==> config.mk <==
export PLATFORM = sky130hd
export DESIGN_NAME = systolic_matmul_core_flat
export DESIGN_NICKNAME = d
export VERILOG_FILES = /design/src/rtl/systolic_pkg.sv /design/src/rtl/systolic_matmul_core_if.sv /design/src/rtl/systolic_pe.sv /design/src/rtl/systolic_matmul_core.sv /design/src/flat_wrapper.sv
export SDC_FILE = /design/constraint.sdc
export NUM_CORES = 1
export LEC_CHECK = 0
export ABC_AREA = 1
export BUFFER_PORTS_ARGS = -buffer_cell sky130_fd_sc_hd__buf_2
export CAP_MARGIN = 20
export CELL_PAD_IN_SITES_DETAIL_PLACEMENT = 1
export CELL_PAD_IN_SITES_GLOBAL_PLACEMENT = 1
export CORE_ASPECT_RATIO = 0.5
export CORE_MARGIN = 4
export CORE_UTILIZATION = 32
export DETAILED_ROUTE_END_ITERATION = 12
export GPL_TIMING_DRIVEN = 0
export MAX_ROUTING_LAYER = met4
export PLACE_DENSITY_LB_ADDON = 0.05
export SLEW_MARGIN = 30
export SYNTH_ARGS = -nofsm -noshare
export SYNTH_HDL_FRONTEND = slang
export SYNTH_SLANG_ARGS = --single-unit
==> constraint.sdc <==
create_clock -name clk_i -period 11.1 [get_ports clk_i]
set_input_delay 1.665 -clock clk_i [delete_from_list [all_inputs] [get_ports clk_i]]
set_output_delay 1.665 -clock clk_i [all_outputs]
set_load 0.005 [all_outputs]
==> src/rtl/systolic_pkg.sv <==
// rtl/systolic_pkg.sv - shared state encoding and sizing helpers for the systolic matmul tile
package systolic_pkg;

    // Raw state codes kept for tools and scripts that expect plain constants.
    localparam logic [1:0] ST_IDLE    = 2'd0;
    localparam logic [1:0] ST_COLLECT = 2'd1;
    localparam logic [1:0] ST_FLUSH   = 2'd2;
    localparam logic [1:0] ST_DRAIN   = 2'd3;

    typedef enum logic [1:0] {
        IDLE    = ST_IDLE,
        COLLECT = ST_COLLECT,
        FLUSH   = ST_FLUSH,
        DRAIN   = ST_DRAIN
    } state_e;

    // Words per operand group: one B row (W words) followed by one A column (H words).
    function automatic int group_len(input int w, input int h);
        return w + h;
    endfunction

    // Number of C elements presented during drain.
    function automatic int result_count(input int w, input int h);
        return w * h;
    endfunction

endpackage

==> src/rtl/systolic_matmul_core_if.sv <==
// rtl/systolic_matmul_core_if.sv - operand input stream and result output stream of the matmul tile
interface systolic_matmul_core_if #(
    parameter int width_p = 8
);
    logic               valid_i;
    logic               ready_o;
    logic [width_p-1:0] data_i;
    logic               valid_o;
    logic               yumi_i;
    logic [width_p-1:0] data_o;

    // Host side: drives operands and consumes results.
    modport master (
        output valid_i, data_i, yumi_i,
        input  ready_o, valid_o, data_o
    );

    // Core side.
    modport slave (
        input  valid_i, data_i, yumi_i,
        output ready_o, valid_o, data_o
    );
endinterface

==> src/rtl/systolic_pe.sv <==
// rtl/systolic_pe.sv - one multiply-accumulate cell; SYSTOLIC_SATURATE_EN selects saturating math
module systolic_pe
    import systolic_pkg::*;
#(
    parameter int width_p = 8
) (
    input  logic               clk_i,
    input  logic               reset_i,
    input  logic               en_i,
    input  logic               clr_i,
    input  logic               v_i,
    input  logic [width_p-1:0] a_i,
    input  logic [width_p-1:0] b_i,
    output logic               v_o,
    output logic [width_p-1:0] a_o,
    output logic [width_p-1:0] b_o,
    output logic [width_p-1:0] acc_o,
    output logic               sat_o
);

    logic [width_p-1:0] acc_q, acc_d;
    logic               sat_q, sat_d;
    logic [width_p-1:0] a_q, b_q;
    logic               v_q;

`ifdef SYSTOLIC_SATURATE_EN
    localparam logic [width_p-1:0] MAX_W = '1;
    logic [2*width_p-1:0] prod_full;
    logic                 prod_ovf;
    logic [width_p-1:0]   prod_sat;
    logic [width_p:0]     sum_full;

    // Saturating multiply-accumulate with a sticky overflow flag.
    always_comb begin
        acc_d     = acc_q;
        sat_d     = sat_q;
        prod_full = {{width_p{1'b0}}, a_i} * {{width_p{1'b0}}, b_i};
        prod_ovf  = |prod_full[2*width_p-1:width_p];
        prod_sat  = prod_ovf ? MAX_W : prod_full[width_p-1:0];
        sum_full  = {1'b0, acc_q} + {1'b0, prod_sat};
        if (v_i) begin
            acc_d = sum_full[width_p] ? MAX_W : sum_full[width_p-1:0];
            if (prod_ovf || sum_full[width_p]) begin
                sat_d = 1'b1;
            end
        end
    end
`else
    // Wrapping multiply-accumulate; product and sum truncate to width_p.
    always_comb begin
        acc_d = acc_q;
        sat_d = sat_q;
        if (v_i) begin
            acc_d = acc_q + a_i * b_i;
        end
    end
`endif

    // Accumulator and operand pass-through registers; clear wins over accumulate.
    always_ff @(posedge clk_i or negedge reset_i) begin
        if (!reset_i) begin
            acc_q <= '0;
            sat_q <= 1'b0;
            a_q   <= '0;
            b_q   <= '0;
            v_q   <= 1'b0;
        end else if (en_i) begin
            if (clr_i) begin
                acc_q <= '0;
                sat_q <= 1'b0;
            end else begin
                acc_q <= acc_d;
                sat_q <= sat_d;
            end
            a_q <= a_i;
            b_q <= b_i;
            v_q <= v_i;
        end
    end

    assign a_o   = a_q;
    assign b_o   = b_q;
    assign v_o   = v_q;
    assign acc_o = acc_q;
    assign sat_o = sat_q;

endmodule

==> src/rtl/systolic_matmul_core.sv <==
// rtl/systolic_matmul_core.sv - output-stationary systolic C = A x B tile; SYSTOLIC_SATURATE_EN adds saturation and a status word
module systolic_matmul_core
    import systolic_pkg::*;
#(
    parameter int width_p        = 8,
    parameter int array_width_p  = 2,
    parameter int array_height_p = 2
) (
    input  logic                  clk_i,
    input  logic                  reset_i,
    input  logic                  en_i,
    input  logic                  flush_i,
    systolic_matmul_core_if.slave bus
);

    localparam int W = array_width_p;
    localparam int H = array_height_p;
    localparam int N = group_len(W, H);
`ifdef SYSTOLIC_SATURATE_EN
    localparam int R = result_count(W, H) + 1;
`else
    localparam int R = result_count(W, H);
`endif
    localparam int CW = $clog2(N);
    localparam int OW = $clog2(R);
    localparam logic [CW-1:0] LAST_WORD  = CW'(N - 1);
    localparam logic [CW-1:0] FLUSH_LAST = CW'(N - 1);
    localparam logic [OW-1:0] LAST_OUT   = OW'(R - 1);

    state_e        state_q, state_d;
    logic          ready_q, ready_d;
    logic [CW-1:0] wcnt_q, wcnt_d;
    logic [CW-1:0] fcnt_q, fcnt_d;
    logic [OW-1:0] oidx_q, oidx_d;

    logic [width_p-1:0] coll_q [N];
    logic [width_p-1:0] grp_w  [N];
    logic [width_p-1:0] obuf_q [R];

    logic [width_p-1:0] a_w   [H][W+1];
    logic               v_w   [H][W+1];
    logic [width_p-1:0] b_w   [H+1][W];
    logic [width_p-1:0] acc_w [H*W];
    logic [H*W-1:0]     sat_vec;

    logic flush_take, accept, group_done, take, copy;

    // Flush pre-empts a same-cycle word; only IDLE/COLLECT honour it.
    assign flush_take = en_i & flush_i & ((state_q == IDLE) || (state_q == COLLECT));
    assign accept     = en_i & bus.valid_i & ready_q & ~flush_take;
    assign group_done = accept & (wcnt_q == LAST_WORD);
    assign take       = en_i & bus.yumi_i & (state_q == DRAIN);
    assign copy       = en_i & (state_q == FLUSH) & (fcnt_q == FLUSH_LAST);

    // Next-state logic for the collect / flush / drain sequencer.
    always_comb begin
        state_d = state_q;
        wcnt_d  = wcnt_q;
        fcnt_d  = fcnt_q;
        oidx_d  = oidx_q;
        case (state_q)
            IDLE, COLLECT: begin
                if (flush_take) begin
                    state_d = FLUSH;
                    wcnt_d  = '0;
                    fcnt_d  = '0;
                end else if (accept) begin
                    if (group_done) begin
                        state_d = IDLE;
                        wcnt_d  = '0;
                    end else begin
                        state_d = COLLECT;
                        wcnt_d  = wcnt_q + 1'b1;
                    end
                end
            end
            FLUSH: begin
                if (copy) begin
                    state_d = DRAIN;
                    oidx_d  = '0;
                end else begin
                    fcnt_d = fcnt_q + 1'b1;
                end
            end
            DRAIN: begin
                if (take) begin
                    if (oidx_q == LAST_OUT) begin
                        state_d = IDLE;
                        oidx_d  = '0;
                    end else begin
                        oidx_d = oidx_q + 1'b1;
                    end
                end
            end
            default: state_d = IDLE;
        endcase
        // One bubble after every accepted word; closed outside IDLE/COLLECT.
        ready_d = ((state_d == IDLE) || (state_d == COLLECT)) & ~accept;
    end

    // Sequencer registers; a low en_i freezes everything.
    always_ff @(posedge clk_i or negedge reset_i) begin
        if (!reset_i) begin
            state_q <= IDLE;
            ready_q <= 1'b0;
            wcnt_q  <= '0;
            fcnt_q  <= '0;
            oidx_q  <= '0;
        end else if (en_i) begin
            state_q <= state_d;
            ready_q <= ready_d;
            wcnt_q  <= wcnt_d;
            fcnt_q  <= fcnt_d;
            oidx_q  <= oidx_d;
        end
    end

    // Collection buffer for the words of the group being assembled.
    always_ff @(posedge clk_i or negedge reset_i) begin
        if (!reset_i) begin
            for (int i = 0; i < N; i++) begin
                coll_q[i] <= '0;
            end
        end else if (accept) begin
            coll_q[wcnt_q] <= bus.data_i;
        end
    end

    // The final word bypasses the buffer so the group injects right after it lands.
    for (genvar i = 0; i < N - 1; i++) begin : g_grp
        assign grp_w[i] = coll_q[i];
    end
    assign grp_w[N-1] = bus.data_i;

    for (genvar r = 0; r < H; r++) begin : g_row_skew
        logic [width_p-1:0] sk_q  [r+1];
        logic               skv_q [r+1];

        // Row r edge register followed by r delay stages.
        always_ff @(posedge clk_i or negedge reset_i) begin
            if (!reset_i) begin
                for (int j = 0; j <= r; j++) begin
                    sk_q[j]  <= '0;
                    skv_q[j] <= 1'b0;
                end
            end else if (en_i) begin
                if (group_done) begin
                    sk_q[0] <= grp_w[W+r];
                end
                skv_q[0] <= group_done;
                for (int j = 1; j <= r; j++) begin
                    sk_q[j]  <= sk_q[j-1];
                    skv_q[j] <= skv_q[j-1];
                end
            end
        end

        assign a_w[r][0] = sk_q[r];
        assign v_w[r][0] = skv_q[r];
    end

    for (genvar c = 0; c < W; c++) begin : g_col_skew
        logic [width_p-1:0] sk_q [c+1];

        // Column c edge register followed by c delay stages.
        always_ff @(posedge clk_i or negedge reset_i) begin
            if (!reset_i) begin
                for (int j = 0; j <= c; j++) begin
                    sk_q[j] <= '0;
                end
            end else if (en_i) begin
                if (group_done) begin
                    sk_q[0] <= grp_w[c];
                end
                for (int j = 1; j <= c; j++) begin
                    sk_q[j] <= sk_q[j-1];
                end
            end
        end

        assign b_w[0][c] = sk_q[c];
    end

    // a and b meet at PE(r,c) after r+c cycles, so the a-path valid qualifies both.
    for (genvar r = 0; r < H; r++) begin : g_pe_row
        for (genvar c = 0; c < W; c++) begin : g_pe_col
            systolic_pe #(
                .width_p (width_p)
            ) u_pe (
                .clk_i   (clk_i),
                .reset_i (reset_i),
                .en_i    (en_i),
                .clr_i   (copy),
                .v_i     (v_w[r][c]),
                .a_i     (a_w[r][c]),
                .b_i     (b_w[r][c]),
                .v_o     (v_w[r][c+1]),
                .a_o     (a_w[r][c+1]),
                .b_o     (b_w[r+1][c]),
                .acc_o   (acc_w[r*W+c]),
                .sat_o   (sat_vec[r*W+c])
            );
        end
    end

    // Operands leaving the far edges of the array have no consumer.
    logic [H-1:0] unused_row;
    logic [W-1:0] unused_col;
    for (genvar r = 0; r < H; r++) begin : g_row_sink
        assign unused_row[r] = ^{a_w[r][W], v_w[r][W]};
    end
    for (genvar c = 0; c < W; c++) begin : g_col_sink
        assign unused_col[c] = ^b_w[H][c];
    end

`ifndef SYSTOLIC_SATURATE_EN
    logic unused_sat;
    assign unused_sat = ^sat_vec;
`endif

    // Snapshot the accumulators (row-major) at the end of the flush wait.
    always_ff @(posedge clk_i or negedge reset_i) begin
        if (!reset_i) begin
            for (int i = 0; i < R; i++) begin
                obuf_q[i] <= '0;
            end
        end else if (copy) begin
            for (int i = 0; i < H * W; i++) begin
                obuf_q[i] <= acc_w[i];
            end
`ifdef SYSTOLIC_SATURATE_EN
            obuf_q[R-1] <= {{(width_p-1){1'b0}}, |sat_vec};
`endif
        end
    end

    assign bus.ready_o = ready_q;
    assign bus.valid_o = (state_q == DRAIN);
    assign bus.data_o  = (state_q == DRAIN) ? obuf_q[oidx_q] : '0;

endmodule

==> src/flat_wrapper.sv <==
// flat-port wrapper written by rule: the top's interface ports become plain ports
module systolic_matmul_core_flat import systolic_pkg::*;
#(
    parameter int width_p        = 8,
    parameter int array_width_p  = 2,
    parameter int array_height_p = 2
)
  (clk_i, reset_i, en_i, flush_i, bus_valid_i, bus_data_i, bus_yumi_i, bus_ready_o, bus_valid_o, bus_data_o);
  systolic_matmul_core_if #(.width_p(width_p)) bus_i ();
  input  logic clk_i;
  input  logic reset_i;
  input  logic en_i;
  input  logic flush_i;
  input wire logic [$bits(bus_i.valid_i)-1:0] bus_valid_i;
  input wire logic [$bits(bus_i.data_i)-1:0] bus_data_i;
  input wire logic [$bits(bus_i.yumi_i)-1:0] bus_yumi_i;
  output wire logic [$bits(bus_i.ready_o)-1:0] bus_ready_o;
  output wire logic [$bits(bus_i.valid_o)-1:0] bus_valid_o;
  output wire logic [$bits(bus_i.data_o)-1:0] bus_data_o;
  assign bus_i.valid_i = bus_valid_i;
  assign bus_i.data_i = bus_data_i;
  assign bus_i.yumi_i = bus_yumi_i;
  assign bus_ready_o = bus_i.ready_o;
  assign bus_valid_o = bus_i.valid_o;
  assign bus_data_o = bus_i.data_o;
  systolic_matmul_core #(.width_p(width_p), .array_width_p(array_width_p), .array_height_p(array_height_p)) u_core (.clk_i(clk_i), .reset_i(reset_i), .en_i(en_i), .flush_i(flush_i), .bus(bus_i));
endmodule
Yosys cells after proc, flatten, opt, wreduce, memory -nomap -nowiden
Cells that the tools add are included.
- register bits: 188
- input port bits: 14
- reductions and logical operators: 19
- add/sub/neg operators: 7
- multipliers: 4
- $lt $le $gt $ge: 3
- bitwise logic cells: 15
- eq/ne operators: 11
- multiplexer cells: 32
- operator list (kind ; count):
    $mux 8 ; 12
    $add 8x8->8 ; 4
    $bwmux 32 ; 1
    $mul 8x8->8 ; 4
    $mux 2 ; 13
    $bmux 8 s2 ; 1
    $demux 8 s2 ; 1
    $reduce_bool 2->1 ; 6
    $and 1x1->1 ; 11
    $eq 2x2->1 const B ; 5
    $pmux 2 s2 ; 2
    $reduce_and 2->1 ; 4
    $reduce_and 4->1 ; 2
    $add 2x1->2 const B ; 3
    $ge 3x3->1 const B ; 2
    $ne 2x1->1 const B ; 3
    $not 2->3 ; 2
    $pmux 2 s3 ; 1
    $eq 2x1->1 const B ; 2
    $logic_not 2->1 ; 2
    $lt 3x1->1 const B ; 1
    $reduce_and 3->1 ; 1
    $logic_or 1x1->1 ; 2
    $ne 2x2->1 const B ; 1
    other kinds (4) ; 5

Logic depth before layout (Yosys ltp)
Gate-level depths: netlist of the first run.
- depth after elaboration: 13
- depth in mapped cells: 24
- gate-level depth less buffers: 23

By module
A second synthesis of the first run with hierarchy kept.
- cells, all modules: 1783
- area total of the unflattened synthesis: 13910.8 um2
- modules (own cells, without submodules) (module ; area an instance (um2) ; cells each ; times used ; seq. area each (um2)):
    systolic_matmul_core ; 4979.8 ; 607 ; 1 ; 2877.8
    systolic_pe (u_core.g_pe_row[0].g_pe_col[0].u_pe ...) ; 2235.9 ; 293 ; 2 ; 625.6
    systolic_pe (u_core.g_pe_row[1].g_pe_col[1].u_pe) ; 2238.4 ; 298 ; 1 ; 625.6
    systolic_pe (u_core.g_pe_row[1].g_pe_col[0].u_pe) ; 2220.9 ; 292 ; 1 ; 625.6

Worst setup path after synthesis of the first run
No wires, ideal clock.
- kind: register to register
- from: register u_core.g_pe_row[0].g_pe_col[1].u_pe.b_q[1]
- to: register u_core.g_pe_row[1].g_pe_col[1].u_pe.acc_q[7]
- path buffers: 1
- required time: 10982 ps
- arrival time: 3749 ps
- setup slack: 7233 ps
- cell stages (with the launch flop): 19
- path through: dfrtp_1 > clkbuf_1 > nand2_1 > fa_1 > fa_1 > inv_1 > fa_1 > inv_1 > fa_1 > inv_1 > ha_1 > a21oi_1 > nand2_1 > xor2_1 > nand2_1 > nand2_1 > nand3_1 > nand3_1 > nand2_1
- longest elaborated chain between the ends: 4
- ends and longest elaborated chain (element ; line ; text):
    from (decl) ; systolic_pe.sv:23 ; logic [width_p-1:0] a_q, b_q;
    from (signal assigned) ; systolic_pe.sv:76 ; b_q <= b_i;
    $mul 8x8->8 ; systolic_pe.sv:54 ; acc_d = acc_q + a_i * b_i;
    $add 8x8->8 ; systolic_pe.sv:54 ;
    $mux 8 ; systolic_pe.sv:53 ; if (v_i) begin
    $mux 8 ; systolic_pe.sv:68 ; if (clr_i) begin
    to (signal assigned) ; systolic_pe.sv:62 ; acc_q <= '0;
    to (signal assigned) ; systolic_pe.sv:69 ; acc_q <= '0;
    to (signal assigned) ; systolic_pe.sv:72 ; acc_q <= acc_d;
    to (decl) ; systolic_pe.sv:21 ; logic [width_p-1:0] acc_q, acc_d;
Every way passes these cells. The select of a mux whose other input is x is not followed.
A chain may end at the register's enable or synchronous reset.

Worst setup path in the final report of the first run
- from: register u_core.g_col_skew[0].sk_q[0] (netlist bit)
- to: register u_core.g_pe_row[0].g_pe_col[0].u_pe.acc_q[7]
- longest elaborated chain between the ends: 4
- ends and longest elaborated chain (element ; line ; text):
    from (decl) ; systolic_matmul_core.sv:163 ; logic [width_p-1:0] sk_q [c+1];
    from (signal, indexed assignment) ; systolic_matmul_core.sv:176 ; sk_q[j] <= sk_q[j-1];
    $mul 8x8->8 ; systolic_pe.sv:54 ;
    $add 8x8->8 ; systolic_pe.sv:54 ;
    $mux 8 ; systolic_pe.sv:53 ;
    $mux 8 ; systolic_pe.sv:68 ;
    to (signal assigned) ; systolic_pe.sv:62 ;
    to (signal assigned) ; systolic_pe.sv:69 ;
    to (signal assigned) ; systolic_pe.sv:72 ;
    to (decl) ; systolic_pe.sv:21 ;
Every way passes these cells. The select of a mux whose other input is x is not followed.

==> metrics.txt, run 1 <==
status complete, no violations; H-Tree Depth 4; first-pass GRT wire length about 57000 um; DRC viols 0; IR drop worst, VDD 0.101 mV; PD cells between 150 and 200 nW/um2; XOR/XNOR Fraction of Synth Area under 10%; reg2reg start u_core.g_col_skew[0].sk_q[0]; Min Hold Slack around 480 ps; via count of the routed design 9172; placed cell count 1957; Total Die Area between 40000 and 50000 um2; highest-count cells in the layout ignoring fill and taps nand2_1, inv_1, dfrtp_1, o21ai_0, ha_1; RR Endpoint u_core.g_pe_row[0].g_pe_col[0].u_pe.acc_o[7]; CTS Hold Buffers Added 0; area delta synth->final 11.8%; largest family of logic cells by synthesized area adder cells; PnR worst setup slack 6810 ps; R2R setup slack roughly 7000 ps; Reg power frac between 40% and 50%; FFs w/ async S/R, synth between 90% and 100%; Mapped Cells around 1400; Synth Area in Compound Gates under 10%; I/O Pins 24; postcts setup bufs 0; count of input and output buffers 23; clock period minus worst slack 4290 ps; Slew headroom 57.5%; Worst Skew approximately 16 ps; Hold Crit Class reg -> reg; Fillers 4369; WS Path Type reg -> reg; leading area contributor after synthesis dfrtp_1; Initial Util between 30% and 40%; Post-Synth Simple-Gate Area 18.6%; CP Capture Point u_core.g_pe_row[0].g_pe_col[0].u_pe.acc_o[7]; commonest non-fill, non-tap cell in the layout nand2_1; DR iter-0 viols about 490; Final #Nets roughly 1700; Seq. cell area 4500 um2; area occupied by multi-input gates ~6000 um2; Max FO, Critical Path 10; Post-CTS Resized 0; final core utilization a little under two fifths; clk_lat worst skew between 400 and 500 ps; #FFs+latches synth between 150 and 200; vias per cell about 4.6; Adder-Cell Fraction of Synth Area roughly 20%; nature of the critical path endpoint register; fmax 233 MHz; RSZ-0062 raised after global routing no; final number of hold-violating endpoints 0; fin cells roughly 2000; Post-DRT Antenna Nets 0; synth warn 0; Clk pin slew, worst setup/hold paths ~80 ps; Routed WL roughly 35000 um; Pint roughly 1300 uW; Setup WS pre-CTS a little under 7000 ps; share of post-route cells with drive strength above 1 7.51%; global route overflow 0; static leakage ~0.0074 uW; Critical path origin u_core.g_col_skew[0].sk_q[0]; core area about 36000 um2; Synth top area share between 30% and 40%; post-synthesis sequential area ratio between 30% and 40%; syn_area_per_cell a little over 8 um2; logic gate share of total power roughly 28%; Post-Syn Area 11900 um2; RePlAce Congestion around 0.81; Slew @ Worst Pin approximately 640 ps; top cells by area, synth dfrtp_1, nand2_1, fa_1, inv_1, ha_1; setup violators final 0; Tot GR Track Use about a fifth; cells on worst reg2reg path 20; wire per inst approximately 17 um; CP arrival between 4000 and 5000 ps; CTS buffer count 17; initial antenna violation count 3; P_sw 818 uW; TritonCTS clock tree done; Die H about 140 um; Die W roughly 280 um; root buffer cell clkbuf_16; mux cell area share after synthesis around 3%; Pre-antenna DRT Iters 4; syn nets 1608; Critical Path Start Type register; Max Cap Viol 0; Top FF cell, synth dfrtp_1; # clock sinks 180; Req. time, crit path 11450 ps; vias in the first global route around 10000; row cnt 49; Unique masters post-synth 31; Final Max Slew Viols 0; clock power share around 30%; number of synthesized flops with an enable pin 0; Post-DP HPWL approximately 28000 um; Final period util 38.6%; switch share between 30% and 40%; Clock Path Buffers 2; final setup TNS 0 ps; largest net degree at the start of global routing 76
[worst min path at each step]
stage | slack (ps) | startpoint | to | cells past startpoint
finish | 480 | u_core.g_row_skew[1].skv_q[0] | u_core.g_row_skew[1].skv_q[0] | 2
global route | 510 | u_core.g_pe_row[1].g_pe_col[0].u_pe.acc_o[6] | u_core.g_pe_row[1].g_pe_col[0].u_pe.acc_o[6] | 2
CTS | 480 | u_core.g_row_skew[1].skv_q[0] | u_core.g_row_skew[1].skv_q[0] | 2
detailed placement | 460 | u_core.g_row_skew[1].skv_q[0] | u_core.g_row_skew[1].skv_q[0] | 2
global placement | 460 | u_core.g_pe_row[1].g_pe_col[0].u_pe.v_o | u_core.g_pe_row[1].g_pe_col[0].u_pe.v_o | 2
floorplan | 440 | u_core.g_pe_row[0].g_pe_col[0].u_pe.b_o[7] | u_core.g_pe_row[0].g_pe_col[0].u_pe.b_o[7] | 2
[stage by stage]
| step | area [um2] | power, uW |
|---|---|---|
| 3_5_place_dp | 12700 | 1550 |
| 5_1_grt | 13300 | 2340 |
| 2_1_floorplan | 11900 | 1290 |
| 4_1_cts | 13300 | 2200 |
| 6_report | 13300 | 2160 |
| 3_3_place_gp | 12600 | 1520 |
[power by group through the flow]
stage	sequential, uW	clock, uW	combinational (uW)
after floorplan	881	0	405
after global placement	919	0	597
after detailed placement	926	0	623
after CTS	913	662	627
after global routing	935	687	718
final	911	642	608
[cell families after synthesis]
group / count (synthesis)
mux: 24
compound gates: 171
buf+inv: 335
simple gates: 561
xor+xnor: 31
flops: 180
fa+ha+maj: 146
[layer usage]
metal  share of wire [%]  global-route usage (%)  vias up  wire length [um]
li1                    -                       -     4491                 -
met1                  54                    27.6     4586             18500
met2                  43                    28.9       73             15000
met3                 2.3                    2.39       22               793
met4                0.73                    3.51        0               254
met5                   0                       -        -                 0
[cell type report]
type | instances | share of cell area [%]
sequential | 180 | 33.8
antenna | 1 | 0.0188
clock inverter | 13 | 1.23
clock buffer | 19 | 3.40
buffer | 53 | 1.92
timing repair buffer | 25 | 1.35
inverter | 282 | 7.95
multi-input combinational | 933 | 45.8
tap | 484 | 4.55
[synth_stat cells, drive strengths merged (11+ instances only)]
| cell | n |
|---|---|
| a21oi | 20 |
| buf | 28 |
| clkbuf | 25 |
| dfrtp | 180 |
| fa | 72 |
| ha | 74 |
| inv | 280 |
| mux2 | 24 |
| nand2 | 456 |
| nand3 | 48 |
| nor2 | 50 |
| o21ai | 137 |
| xnor2 | 20 |
| xor2 | 11 |
[critical path, stage by stage (launching register included)]
cell,delay [ps]
dfrtp_1,370
buf_2,290
nand2_1,120
fa_1,500
fa_1,520
inv_1,60
fa_1,520
inv_1,60
fa_1,480
inv_1,40
ha_1,320
a21oi_1,180
nand2_1,70
nand2_1,60
nand2_1,60
nand2_1,60
inv_1,30
nor2_1,170
nand3_1,110
nand3_1,90
nand2_1,50
[flip-flops by register name, summed over array words and instances (netlist names)]
name                                 flops
u_core.g_pe_row.g_pe_col.u_pe.acc_o     32
u_core.obuf_q                           32
u_core.coll_q                           24
u_core.g_col_skew.sk_q                  16
u_core.g_pe_row.g_pe_col.u_pe.a_o       16
u_core.g_pe_row.g_pe_col.u_pe.b_o       16
u_core.g_row_skew.sk_q                  16
u_core.a_w                               8
u_core.b_w                               8
u_core.fcnt_q                            2
u_core.g_row_skew.skv_q                  2
u_core.oidx_q                            2
u_core.state_q                           2
u_core.wcnt_q                            2
u_core.bus.ready_o                       1
u_core.g_pe_row.g_pe_col.u_pe.v_o        1
No activity file was read; power rests on OpenSTA's default activity.
==> inputs of run 2 (changes only) <==
==> constraint.sdc (replaced) <==
create_clock -name clk_i -period 3.55 [get_ports clk_i]
set_input_delay 0.5325 -clock clk_i [delete_from_list [all_inputs] [get_ports clk_i]]
set_output_delay 0.5325 -clock clk_i [all_outputs]
set_load 0.005 [all_outputs]
==> run 2 against run 1 <==
Net effect:
- the flow now finishes with violations (setup timing)
- core utilization grew 2.4 points
- die area did not move
- power rose to 3.2 times the previous value
- critical endpoint is now u_core.g_pe_row[1].g_pe_col[1].u_pe.acc_o[7]
- critical path depth is 2 lower
- maximum frequency grew 13%
- global-route usage hardly changed
- highest routed layer unchanged
- clock-buffer cell count is 1 lower
- setup slack got worse by 7100 ps
- non-clock buffer count rose by 39
==> metrics.txt, run 2 (synthesis results as in run 1) <==
status finished with violations; failing checks setup timing; GR met3 Demand/Resource under 10%; Min Hold Slack between 400 and 500 ps; CP peak stage delay approximately 510 ps; slowest CP cell fa_1; DRC viols 0; WS Path Type reg -> reg; final number of hold-violating endpoints 0; count of input and output buffers 23; Post-DP HPWL ~28000 um; Hold Crit Class in -> reg; Post-DRT Antenna Nets 0; initial antenna violation count 1; wire per inst ~17 um; fmax between 200 and 300 MHz; PD cells 492 nW/um2; vias in the first global route a little over 10000; via count of the routed design approximately 9400; DR iter-0 viols approximately 380; H-Tree Depth 4; CTS buffer count 17; clock period minus worst slack ~3800 ps; commonest non-fill, non-tap cell in the layout nand2_1; Max FO, Critical Path 7; Clk pin slew, worst setup/hold paths around 80 ps; RSZ-0062 raised after global routing yes; area delta synth->final 19.1%; met2 usage 29.4%; highest-count cells in the layout ignoring fill and taps nand2_1, inv_1, dfrtp_1, o21ai_0, ha_1; Routed WL about 35000 um; Fillers around 4300; Critical Path Start Type register; share of post-route cells with drive strength above 1 roughly 17%; grt met1 use between 20% and 30%; # clock sinks between 150 and 200; most used cell, CP fa_1; global route overflow 0; Worst Skew roughly 14 ps; Power Total between 6000 and 7000 uW; Req. time, crit path a little under 4000 ps; static leakage between 0.007 and 0.008 uW; TritonCTS clock tree done; Final period util 107%; PnR worst setup slack -243 ps; placed cell count 1957; Tot GR Track Use a little under a fifth; Setup WS pre-CTS -538 ps; nature of the critical path endpoint register; fin cells 2030; Total Die Area 40600 um2; Slew headroom between 50% and 60%; Initial Util between 30 and 40%; row cnt 49; IR drop worst, VDD between 0.3 and 0.4 mV; core area between 30000 and 40000 um2; Max Cap Viol 0; GRT busiest layer met2; first-pass GRT wire length 56900 um; RePlAce Congestion 0.795; Die W between 200 and 300 um; clk_lat worst skew between 400 and 500 ps; CP arrival roughly 4100 ps; Final Max Slew Viols 0; root buffer cell clkbuf_16; Die H between 100 and 150 um; largest net degree at the start of global routing 79; Clock Path Buffers 2; CP Cell Sequence buf_6 -> nand2_4 -> fa_1 -> fa_1 -> inv_1 -> fa_1 -> inv_2 -> fa_1 -> inv_2 -> ha_4 -> a21oi_4 -> nand2_4 -> xnor2_2 -> nand2_1 -> nand2_2 -> nand3_2 -> nand3_2 -> nand2_1; R2R setup slack -240 ps; Final #Nets about 1700; I/O Pins 24; setup violators final 4; Pre-antenna DRT Iters 4; Slew @ Worst Pin 693 ps; vias per cell ~4.6
-- run 2: changes by cell type in the layout (fill, tap and decap cells not counted), sizes merged --
cell         change
buf             +40
clkbuf           -3
clkinv           +1
diode            +1
dlygate4sd3      +1
-- run 2: worst max-delay path: cells and delay by family (launching register included) --
kind	cells	cell delay, ps
adder cells (fa/ha/maj)	5	2240
AND/OR/NAND/NOR	7	520
AO/OA/AOI/OAI	1	140
buffers and inverters	4	280
flip-flops	1	340
XOR/XNOR	1	150
-- run 2: power breakdown --
group          internal (uW)  total (uW)  switching (uW)
clock network           1020        1970             944
logic                    790        2140            1350
registers               2520        2870             342
total                   4340        6980            2640
-- run 2: repair_timing --
item,in CTS,in global routing
hold buffers,1,0
cloned,0,0
endpoints found under the setup margin,8,9
resized for setup,56,51
hold endpoints to repair,35,0
setup buffers,24,15
pin swaps,35,40
-- run 2: metrics by stage --
stage	TNS [ps]	area (um2)	util, %
after floorplan	-51.2	12100	-
after global placement	-209080	12800	35.4
after detailed placement	-1920	12900	35.5
after CTS	-922	13900	38.2
after global routing	-1750	14200	39.1
final	-764	14200	39.1
-- run 2: final timing paths --
path | from | to | depth (start not counted)
setup / recovery | u_core.g_pe_row[0].g_pe_col[1].u_pe.b_o[0] | u_core.g_pe_row[1].g_pe_col[1].u_pe.acc_o[7] | 18
hold / removal | bus_data_i[1] | u_core.coll_q[17] | 3
setup reg to reg | u_core.g_pe_row[0].g_pe_col[1].u_pe.b_o[0] | u_core.g_pe_row[1].g_pe_col[1].u_pe.acc_o[7] | 18
hold reg to reg | u_core.g_pe_row[1].g_pe_col[0].u_pe.v_o | u_core.g_pe_row[1].g_pe_col[0].u_pe.v_o | 2
max in group asynchronous | reset_i | u_core.g_pe_row[1].g_pe_col[0].u_pe.a_o[3] | 3
min in group asynchronous | reset_i | u_core.coll_q[28] | 2
-- run 2: final cells by class --
cell class / instances / area (um2) / share of cell area, %
diodes: 2 / 5.00 / 0.0353
clock buffers: 18 / 439 / 3.10
repair buffers: 65 / 490 / 3.46
plain buffers: 52 / 362 / 2.55
well taps: 484 / 606 / 4.27
flip-flops and latches: 180 / 4530 / 31.9
multi-input cells: 933 / 6520 / 46.0
inverters: 282 / 1060 / 7.46
clock inverters: 14 / 169 / 1.19
-- run 2: per-layer routing --
| layer | part of all wire, % | up-vias | wire length, um |
|---|---|---|---|
| li1 | - | 4563 | - |
| met1 | 53 | 4734 | 18700 |
| met2 | 45 | 51 | 15800 |
| met3 | 1.7 | 26 | 610 |
| met4 | 0.94 | 0 | 334 |
| met5 | 0 | - | 0 |
==> inputs of run 3 (changes only) <==
--- a/config.mk
+++ b/config.mk
@@ -12,7 +12,7 @@
 export CELL_PAD_IN_SITES_GLOBAL_PLACEMENT = 1
 export CORE_ASPECT_RATIO = 0.5
 export CORE_MARGIN = 4
-export CORE_UTILIZATION = 32
+export CORE_UTILIZATION = 44
 export DETAILED_ROUTE_END_ITERATION = 12
 export GPL_TIMING_DRIVEN = 0
 export MAX_ROUTING_LAYER = met4
==> run 3 against run 2 <==
Net effect:
- the run still ends with setup timing left
- power is 0.14% higher
- via count is 2.2% higher
- critical path depth is 3 higher
- final cell count is 6.6% lower
- global-route usage is 5.6 points higher
- clock-buffer cell count stayed put
- sequential power hardly changed
- critical endpoint is now u_core.g_pe_row[0].g_pe_col[0].u_pe.acc_o[7]
==> metrics.txt, run 3 (synthesis results as in run 1) <==
Die W between 200 and 250 um; first-pass GRT wire length around 56000 um; RePlAce Congestion roughly 0.85; Final period util 109%; Worst Path Buf+Inv 6; Critical Path Start Type register; Slew @ Worst Pin about 670 ps; final number of hold-violating endpoints 0; R2R setup slack -310 ps; hold path depth 3; Clock Path Buffers 2; CTS buffer count 17; logic gate share of total power between 30% and 40%; core area ~27000 um2; PnR worst setup slack -307 ps; Max FO, Critical Path 7; Initial Util 44.9%; reg2reg start u_core.g_col_skew[0].sk_q[0]; Routed WL approximately 35000 um; Total Die Area 29900 um2; commonest non-fill, non-tap cell in the layout nand2_1; area occupied by multi-input gates about 6600 um2; largest net degree at the start of global routing 86; clk_lat worst skew 450 ps; fin cells 1896; P_sw approximately 2600 uW; CP peak stage delay about 550 ps; Slew headroom 55.1%; clock period minus worst slack roughly 3900 ps; hold-critical path endpoint u_core.coll_q[17]; Min Hold Slack 442 ps; placed cell count approximately 1800; TritonCTS clock tree done; area delta synth->final 18.2%; count of input and output buffers 23; vias in the first global route between 10000 and 15000; row cnt 42; Final Max Slew Viols 0; Reg power frac 40.9%; Clk pin slew, worst setup/hold paths about 80 ps; H-Tree Depth 4; Worst Skew about 11 ps; Post-DRT Antenna Nets 0; highest-count cells in the layout ignoring fill and taps nand2_1, inv_1, dfrtp_1, o21ai_0, fa_1; setup violators final 5; Setup WS pre-CTS -426 ps; WS Path Type reg -> reg; Req. time, crit path around 4000 ps; vias per cell between 5 and 6; Pint around 4400 uW; RR Endpoint u_core.g_pe_row[0].g_pe_col[0].u_pe.acc_o[7]; Hold Crit Class in -> reg; IR drop worst, VDD 0.279 mV; PD cells just under 500 nW/um2; nature of the critical path endpoint register; final setup TNS -1090 ps; Tot GR Track Use roughly a quarter; Post-DP HPWL around 26000 um; failing checks setup timing; via count of the routed design roughly 9600; RSZ-0062 raised after global routing yes; Pre-antenna DRT Iters 5; cells on worst reg2reg path 21; # clock sinks 180; static leakage 0.00762 uW; clock power share 27.1%; Final #Nets around 1700; global route overflow 0; CP Cell Sequence buf_6 -> nand2_4 -> fa_1 -> fa_1 -> inv_2 -> fa_1 -> inv_1 -> fa_1 -> inv_2 -> ha_4 -> a21oi_2 -> nand2_1 -> nand2_1 -> nand2_2 -> nand2_2 -> inv_2 -> nor2_4 -> inv_2 -> nand2_2 -> nand3_2 -> nand2_1; hold path startpoint bus_data_i[1]; Top delay family on crit path adder cells; Seq. cell area ~4500 um2; Max Cap Viol 0; DRC viols 0; switch share between 30% and 40%; slowest CP cell fa_1; root buffer cell clkbuf_16; DR iter-0 viols between 500 and 600; CP arrival 4240 ps; status finished with violations; fmax 259 MHz; wire per inst ~18 um; share of post-route cells with drive strength above 1 roughly 18%; Die H 124 um; initial antenna violation count 5; Fillers roughly 3200; I/O Pins 24
==> run 3: cell types whose count changed in the layout (fill, tap and decap cells not counted), sizes merged <==
cell	delta
clkinv	-4
buf	-3
clkinvlp	+3
clkbuf	+2
diode	-1
inv	+1
==> run 3: worst max-delay path by stage <==
| stage | start | endpoint | depth (start not counted) |
|---|---|---|---|
| floorplan | u_core.g_col_skew[0].sk_q[0] | u_core.g_pe_row[0].g_pe_col[0].u_pe.acc_o[7] | 20 |
| global placement | reset_i | u_core.g_pe_row[1].g_pe_col[1].u_pe.acc_o[3] | 1 |
| detailed placement | u_core.g_row_skew[0].sk_q[3] | u_core.g_pe_row[0].g_pe_col[0].u_pe.acc_o[7] | 21 |
| CTS | u_core.g_col_skew[0].sk_q[0] | u_core.g_pe_row[0].g_pe_col[0].u_pe.acc_o[7] | 21 |
| global route | u_core.g_col_skew[0].sk_q[0] | u_core.g_pe_row[0].g_pe_col[0].u_pe.acc_o[7] | 21 |
| finish | u_core.g_col_skew[0].sk_q[0] | u_core.g_pe_row[0].g_pe_col[0].u_pe.acc_o[7] | 21 |
==> run 3: cell type report <==
type | count | area share [%]
multi-input combinational | 933 | 46.7
inverter | 282 | 7.54
buffer | 52 | 2.61
clock inverter | 14 | 1.02
clock buffer | 18 | 3.05
antenna | 1 | 0.0178
timing repair buffer | 64 | 3.72
sequential | 180 | 32.2
tap | 352 | 3.13
==> run 3: worst min-delay path, cell delays in order <==
cell     delay [ps]
buf_2            80
inv_1            80
o21ai_0         170
==> run 3: metrics by stage <==
step / power, uW / util (%) / instance area (um2)
detailed placement: 4860 / 48.0 / 12700
global placement: 4730 / 47.7 / 12700
finish: 6990 / 53.1 / 14100
global route: 7480 / 53.1 / 14100
floorplan: 4060 / - / 12100
CTS: 6830 / 51.2 / 13600
==> run 3: layer usage <==
metal  vias to the layer above  GRT usage [%]  wire length (um)
met5                         -              -                 0
met4                         0           4.41               388
met3                        28           3.74               986
met2                        97           39.2             16500
met1                      4893           34.2             16700
li1                       4560              -                 -
==> run 3: repair_timing <==
item	in CTS	in global routing
pin swaps	22	58
setup endpoints to repair	8	9
buffers inserted	20	17
endpoints found under the hold margin	31	0
hold buffers	1	0
gates resized for setup	38	81
gates cloned	0	1
==> run 3: power groups by stage <==
stage	logic [uW]	registers (uW)	clock network, uW
after global placement	1870	2860	0
final	2240	2850	1890
after CTS	2060	2850	1910
after global routing	2540	2910	2020
after detailed placement	1980	2890	0
after floorplan	1300	2760	0
